File: src/rtl/i2c_slave_pkg.sv
// Shared definitions for the I2C slave ACK engine: FSM state encoding,
// SDA drive levels for the ACK slot, and default sizing.
package i2c_slave_pkg;

    typedef enum logic [1:0] {
        ST_IDLE  = 2'd0,
        ST_SHIFT = 2'd1,
        ST_ACK   = 2'd2,
        ST_HOLD  = 2'd3
    } state_t;

    localparam logic SDA_ACK  = 1'b0;
    localparam logic SDA_NACK = 1'b1;

    localparam int DEF_DATA_W    = 8;
    localparam int DEF_MAX_BYTES = 16;

endpackage

File: src/rtl/i2c_slave_rx_shifter.sv
// Receive shift register and bit counter for one byte slot. The counter
// runs only while shifting is enabled and wraps to zero on the last bit,
// so it is always zero when the byte's ACK slot begins.
module i2c_slave_rx_shifter
    import i2c_slave_pkg::*;
#(
    parameter int DATA_W = DEF_DATA_W
) (
    input  logic              CLK,
    input  logic              RST,
    input  logic              i_shift_en,
    input  logic              i_capture,
    input  logic              i_sda,
    output logic [DATA_W-1:0] o_shreg,
    output logic              o_last_bit
);

    localparam int BIT_W = (DATA_W > 1) ? $clog2(DATA_W) : 1;
    localparam logic [BIT_W-1:0] LAST_BIT = BIT_W'(DATA_W - 1);

    logic [BIT_W-1:0]  r_bit_cnt;
    logic [DATA_W-1:0] r_shreg;
    logic              w_last;

    assign w_last     = (r_bit_cnt == LAST_BIT);
    assign o_last_bit = w_last;
    assign o_shreg    = r_shreg;

    // Bit position within the byte; cleared outside SHIFT and after the last bit.
    always_ff @(posedge CLK or negedge RST) begin
        if (!RST) begin
            r_bit_cnt <= '0;
        end else if (!i_shift_en || w_last) begin
            r_bit_cnt <= '0;
        end else begin
            r_bit_cnt <= r_bit_cnt + 1'b1;
        end
    end

    // Data path: SDA enters at the LSB so the first bit ends up as the MSB.
    always_ff @(posedge CLK) begin
        if (i_capture) begin
            r_shreg <= {r_shreg[DATA_W-2:0], i_sda};
        end
    end

endmodule

File: src/rtl/i2c_slave_ack_engine.sv
// I2C slave ACK engine: counts byte slots, decides ACK/NACK for written
// bytes, watches the master's ACK on reads, and publishes received bytes.
// All outputs are registered; enable low aborts the transaction at once.
module i2c_slave_ack_engine
    import i2c_slave_pkg::*;
#(
    parameter int DATA_W    = DEF_DATA_W,
    parameter int MAX_BYTES = DEF_MAX_BYTES,
    parameter int CNT_W     = 5
) (
    input  logic              CLK,
    input  logic              RST,
    input  logic              enable,
    input  logic              rw,
    input  logic              sda_in,
    input  logic              rx_ready,
    output logic              sda_o,
    output logic              outing_ack,
    output logic              done_ack,
    output logic [DATA_W-1:0] rx_data,
    output logic              rx_valid,
    output logic [CNT_W-1:0]  byte_count,
    output logic              nack_flag
);

    localparam logic [CNT_W-1:0] MAX_CNT = CNT_W'(MAX_BYTES);

    // Byte counter increment that sticks at MAX_BYTES instead of wrapping.
    function automatic logic [CNT_W-1:0] sat_inc(input logic [CNT_W-1:0] c);
        if (c >= MAX_CNT) begin
            return c;
        end
        return c + 1'b1;
    endfunction

    state_t            r_state, w_state_nxt;
    logic              r_rw, w_rw_nxt;
    logic              r_sda, w_sda_nxt;
    logic              r_outing, w_outing_nxt;
    logic              r_done, w_done_nxt;
    logic              r_rxv, w_rxv_nxt;
    logic [DATA_W-1:0] r_rx_data, w_rx_data_nxt;
    logic [CNT_W-1:0]  r_cnt, w_cnt_nxt;
    logic              r_nack, w_nack_nxt;

    logic              w_shift_en;
    logic              w_capture;
    logic              w_last_bit;
    logic [DATA_W-1:0] w_shreg;

    // rw is latched at transaction start, so only writes capture data bits.
    assign w_shift_en = enable && (r_state == ST_SHIFT);
    assign w_capture  = w_shift_en && !r_rw;

    i2c_slave_rx_shifter #(
        .DATA_W (DATA_W)
    ) u_shifter (
        .CLK        (CLK),
        .RST        (RST),
        .i_shift_en (w_shift_en),
        .i_capture  (w_capture),
        .i_sda      (sda_in),
        .o_shreg    (w_shreg),
        .o_last_bit (w_last_bit)
    );

    // Next state and next registered outputs; SDA is released unless ACKing.
    always_comb begin
        w_state_nxt   = r_state;
        w_rw_nxt      = r_rw;
        w_sda_nxt     = SDA_NACK;
        w_outing_nxt  = 1'b0;
        w_done_nxt    = 1'b0;
        w_rxv_nxt     = 1'b0;
        w_rx_data_nxt = r_rx_data;
        w_cnt_nxt     = r_cnt;
        w_nack_nxt    = r_nack;
        if (!enable) begin
            w_state_nxt = ST_IDLE;
        end else begin
            case (r_state)
                ST_IDLE: begin
                    w_state_nxt = ST_SHIFT;
                    w_rw_nxt    = rw;
                    w_cnt_nxt   = '0;
                    w_nack_nxt  = 1'b0;
                end
                ST_SHIFT: begin
                    if (w_last_bit) begin
                        w_state_nxt  = ST_ACK;
                        w_outing_nxt = 1'b1;
                        if (!r_rw && rx_ready && (r_cnt < MAX_CNT)) begin
                            w_sda_nxt = SDA_ACK;
                        end
                    end
                end
                ST_ACK: begin
                    w_done_nxt = 1'b1;
                    if (!r_rw) begin
                        // The ACK/NACK we are driving this slot decides the outcome.
                        if (r_sda == SDA_ACK) begin
                            w_rx_data_nxt = w_shreg;
                            w_rxv_nxt     = 1'b1;
                            w_cnt_nxt     = sat_inc(r_cnt);
                            w_state_nxt   = ST_SHIFT;
                        end else begin
                            w_nack_nxt  = 1'b1;
                            w_state_nxt = ST_HOLD;
                        end
                    end else begin
                        // On reads the master answers on SDA.
                        if (sda_in == SDA_ACK) begin
                            w_cnt_nxt   = sat_inc(r_cnt);
                            w_state_nxt = ST_SHIFT;
                        end else begin
                            w_nack_nxt  = 1'b1;
                            w_state_nxt = ST_HOLD;
                        end
                    end
                end
                ST_HOLD: begin
                    w_state_nxt = ST_HOLD;
                end
                default: begin
                    w_state_nxt = ST_IDLE;
                end
            endcase
        end
    end

    // State and output registers; reset leaves SDA released.
    always_ff @(posedge CLK or negedge RST) begin
        if (!RST) begin
            r_state   <= ST_IDLE;
            r_rw      <= 1'b0;
            r_sda     <= SDA_NACK;
            r_outing  <= 1'b0;
            r_done    <= 1'b0;
            r_rxv     <= 1'b0;
            r_rx_data <= '0;
            r_cnt     <= '0;
            r_nack    <= 1'b0;
        end else begin
            r_state   <= w_state_nxt;
            r_rw      <= w_rw_nxt;
            r_sda     <= w_sda_nxt;
            r_outing  <= w_outing_nxt;
            r_done    <= w_done_nxt;
            r_rxv     <= w_rxv_nxt;
            r_rx_data <= w_rx_data_nxt;
            r_cnt     <= w_cnt_nxt;
            r_nack    <= w_nack_nxt;
        end
    end

    assign sda_o      = r_sda;
    assign outing_ack = r_outing;
    assign done_ack   = r_done;
    assign rx_valid   = r_rxv;
    assign rx_data    = r_rx_data;
    assign byte_count = r_cnt;
    assign nack_flag  = r_nack;

endmodule

File: config.mk
export PLATFORM = sky130hd
export DESIGN_NAME = i2c_slave_ack_engine
export DESIGN_NICKNAME = d
export VERILOG_FILES = /design/src/rtl/i2c_slave_pkg.sv /design/src/rtl/i2c_slave_rx_shifter.sv /design/src/rtl/i2c_slave_ack_engine.sv
export SDC_FILE = /design/constraint.sdc
export NUM_CORES = 1
export LEC_CHECK = 0
export BUFFER_PORTS_ARGS = -buffer_cell sky130_fd_sc_hd__buf_2
export CAP_MARGIN = 25
export CORE_MARGIN = 2
export CORE_UTILIZATION = 25
export CTS_CLUSTER_SIZE = 40
export DETAILED_ROUTE_END_ITERATION = 6
export GPL_TIMING_DRIVEN = 1
export SETUP_SLACK_MARGIN = 0.05
export SLEW_MARGIN = 20
export SYNTH_ARGS = -nofsm -noshare
export SYNTH_HDL_FRONTEND = slang
export SYNTH_SLANG_ARGS = --single-unit
File: constraint.sdc
create_clock -name CLK -period 2.07 [get_ports CLK]
set_input_delay 0.1035 -clock CLK [delete_from_list [all_inputs] [get_ports CLK]]
set_output_delay 0.1035 -clock CLK [all_outputs]
set_load 0.02 [all_outputs]
==> impl_metrics.py <==
metrics = {
    "logic_synthesis": {
        "synth-xor-area-share_pct": 0,
        "synthSimpleGateAreaFrac_pct": 12.46,
        "synthCells": 100,
        "syn_area_um2": 1315,
        "ys.flop_type": "dfrtp_1",
        "async_reset_ff_share_pct": 75.00,
        "yosysSeqAreaShare_pct": 64.03,
        "synth_fa_ha_area_share_pct": 2.854,
        "synth_compound_area_share_pct": 8.088,
        "synth_top_family_by_area": "simple AND/OR/NAND/NOR gates",
        "synth_enable_flop_cells": 8,
        "synth_seq_cells": 32,
        "synth.mux.area_fraction_pct": 9.610,
        "avgSynthCellArea_um2": 13.15,
        "yosysWarnings": 0,
        "synth_nets": 109,
        "yosys.cell_types.count": 35,
    },
    "floorplanning": {
        "die_h_um": 76.53,
        "initial_core_util_pct": 25.75,
        "num_rows": 26,
        "dieArea_um2": 5856,
        "io_pins": 24,
        "dieWidth_um": 76.53,
        "fp.coreArea_um2": 5107,
    },
    "layout": {
        "n_antenna_cell": 0,
        "syn_to_final_growth_pct": 22.74,
        "final_layout_size_suffix_gt1_share_pct": 32.06,
        "fin_util_pct": 31.60,
        "nNetsFinal": 139,
        "fin_area_um2": 1614,
    },
    "drt": {
        "drc": 0,
        "wl_mm": 2.560,
        "wl_per_cell_um": 12.74,
        "routed_via_density": 4.423,
        "drt-initial-drc-count": 10,
        "dr.pass1.iters": 2,
        "final_antenna_net_count": 0,
        "num_vias": 889,
    },
    "global_routing": {
        "grt-ovfl-total": 0,
        "grtUsageTotal_pct": 9.909,
        "grt_pass1_wl_mm": 4.491,
        "grt_max_degree": 25,
        "antenna_found_initial": 0,
        "grt_pass1_vias": 942,
    },
    "place": {
        "placedInstanceArea_um2": 1524,
        "hpwl_mm": 1.805,
        "pre_cts_ws_ps": 457.8,
        "port_buffers": 23,
        "gp_congestion": 0.7905,
    },
    "power": {
        "peakVddDrop_v": 0.0002367,
        "leakagePower_uw": 0.0007675,
        "p_total_uw": 1171,
        "p_per_area_nw_per_um2": 725.4,
    },
    "flow_run": {
        "cap_violations": 0,
    },
    "cts": {
        "htree_num_levels": 2,
        "cts_resized": 0,
        "clkSinkCount": 32,
        "insertion_delay_ps": 270,
        "clkTransAtPathRegs_ps": 60,
        "root_buffer": "clkbuf_8",
        "numCtsBuffers": 5,
        "cts_tree": "yes",
        "post_cts_buffers": 0,
        "postCtsHoldBufs": 1,
        "cts.path.max_buffers": 2,
    },
    "sta": {
        "finalCritPeriodShare_pct": 77.42,
        "tightestPinTransition_ps": 551.0,
        "rsz0062_at_grt": "false",
        "fin_ws_ps": 467.5,
        "fin_tns_setup_ps": 0,
        "maxSlewViolCount": 0,
        "slew_headroom_pct": 63.26,
        "fmax_ghz": 0.6240,
        "setup_viol": 0,
        "hold_viol": 0,
        "clock_skew_ps": 2.947,
        "period_minus_slack_ps": 1603,
    },
    "setup_path": {
        "crit_fanout": 9,
        "endpoint_kind": "flip-flop",
        "path_class": "reg2reg",
        "cp.required_ps": 2230,
        "r2r_cells": 3,
        "cp_data_arrival_time_ps": 1760,
        "crit_path_start_kind": "flip-flop",
    },
    "outcome": {
        "outcome": "finished clean",
    },
    "min_path": {
        "hold_depth": 2,
        "hp-class": "in2reg",
    },
}
==> flip-flops by register name, summed over array words and instances, names as in the netlist <==
| signal | flops |
|---|---|
| rx_data | 8 |
| u_shifter.o_shreg | 8 |
| byte_count | 5 |
| u_shifter.r_bit_cnt | 3 |
| r_state | 2 |
| done_ack | 1 |
| nack_flag | 1 |
| outing_ack | 1 |
| r_rw | 1 |
| rx_valid | 1 |
| sda_o | 1 |
==> layout by cell type, fill, tap and decap left out, drive strengths merged <==
cell type / synthesis / routed
a2111oi: 1 / 1
a211oi: 1 / 1
a21boi: 1 / 1
a21oi: 2 / 2
and2: 2 / 2
and3b: 1 / 1
buf: 1 / 26
clkbuf: 3 / 7
clkinv: 0 / 1
dfrtp: 23 / 23
dfstp: 1 / 1
dlygate4sd3: 0 / 1
edfxtp: 8 / 8
ha: 3 / 3
inv: 6 / 6
mux2: 10 / 10
mux2i: 1 / 1
nand2: 7 / 7
nand2b: 3 / 3
nand3: 2 / 2
nand3b: 2 / 2
nand4: 1 / 1
nor2: 5 / 5
nor2b: 1 / 1
nor3: 1 / 1
nor4: 1 / 1
o2111ai: 1 / 1
o211ai: 2 / 2
o21ai: 1 / 1
o22a: 2 / 2
o311ai: 2 / 2
o31a: 1 / 1
or3: 2 / 2
or4: 1 / 1
or4b: 1 / 1
==> cells by family (layout without fill, tap and decap cells) <==
family / after synthesis / in the layout
adder cells (fa/ha/maj): 3 / 3
AND/OR/NAND/NOR: 30 / 30
AO/OA/AOI/OAI: 14 / 14
flip-flops: 32 / 32
multiplexers: 11 / 11
buffers and inverters: 10 / 41
==> layer usage <==
metal  wire length [um]  global-route usage (%)
met3                142                   4.028
met1               1111                   11.49
met2               1252                   15.84
met5                  0                       0
met4                 53                   4.909
==> worst max-delay path: stages, from the launching register on <==
cell and delay [ps]:
dfrtp_1 450, nand3b_1 210, or3_1 490, mux2_2 330
==> synth_stat cells (2+ instances only) <==
cell | n | area share (%)
mux2_2 | 9 | 7.7
edfxtp_1 | 8 | 18
nand3b_1 | 2 | 1.1
ha_1 | 3 | 2.9
nand3_1 | 2 | 0.76
inv_1 | 6 | 1.7
a21oi_1 | 2 | 0.76
nor2_1 | 5 | 1.4
clkbuf_1 | 3 | 0.86
o22a_1 | 2 | 1.3
and2_1 | 2 | 0.95
or3_1 | 2 | 0.95
nand2b_1 | 3 | 1.4
nand2_1 | 7 | 2.0
o211ai_1 | 2 | 1.1
dfrtp_1 | 23 | 44
==> area by class of cell <==
cell class / instances / area [um2]
Sequential cell: 32 / 842.1
Clock inverter: 1 / 3.754
Clock buffer: 7 / 76.32
Inverter: 6 / 22.52
Fill cell: 531 / 3493
Timing Repair Buffer: 27 / 147.6
Multi-Input combinational cell: 58 / 434.2
Tap cell: 70 / 87.58
==> worst paths after layout <==
check / startpoint / end / slack [ps]
setup / recovery: r_state[0]$_DFFE_PN0N_ / rx_data[7]$_DFFE_PN0P_ / 470
hold / removal: rx_ready / sda_o$_DFF_PN1_ / 20
setup reg to reg: r_state[0]$_DFFE_PN0N_ / rx_data[7]$_DFFE_PN0P_ / 470
hold reg to reg: u_shifter.o_shreg[2]$_DFFE_PP_ / u_shifter.o_shreg[3]$_DFFE_PP_ / 450
max in group asynchronous: RST / sda_o$_DFF_PN1_ / 1340
min in group asynchronous: RST / r_state[1]$_DFFE_PN0N_ / 360
==> stage by stage <==
step	cells	hold slack, ps
finish	201	23.21
global route	201	1.485
CTS	201	6.871
detailed placement	192	124.9
global placement	192	106.3
floorplan	100	-192.1
==> power breakdown <==
group / switching, uW / internal, uW
sequential: 12.5 / 664
clock: 201 / 233
combinational: 36.4 / 23.4
No activity file was read; power rests on OpenSTA's default activity.
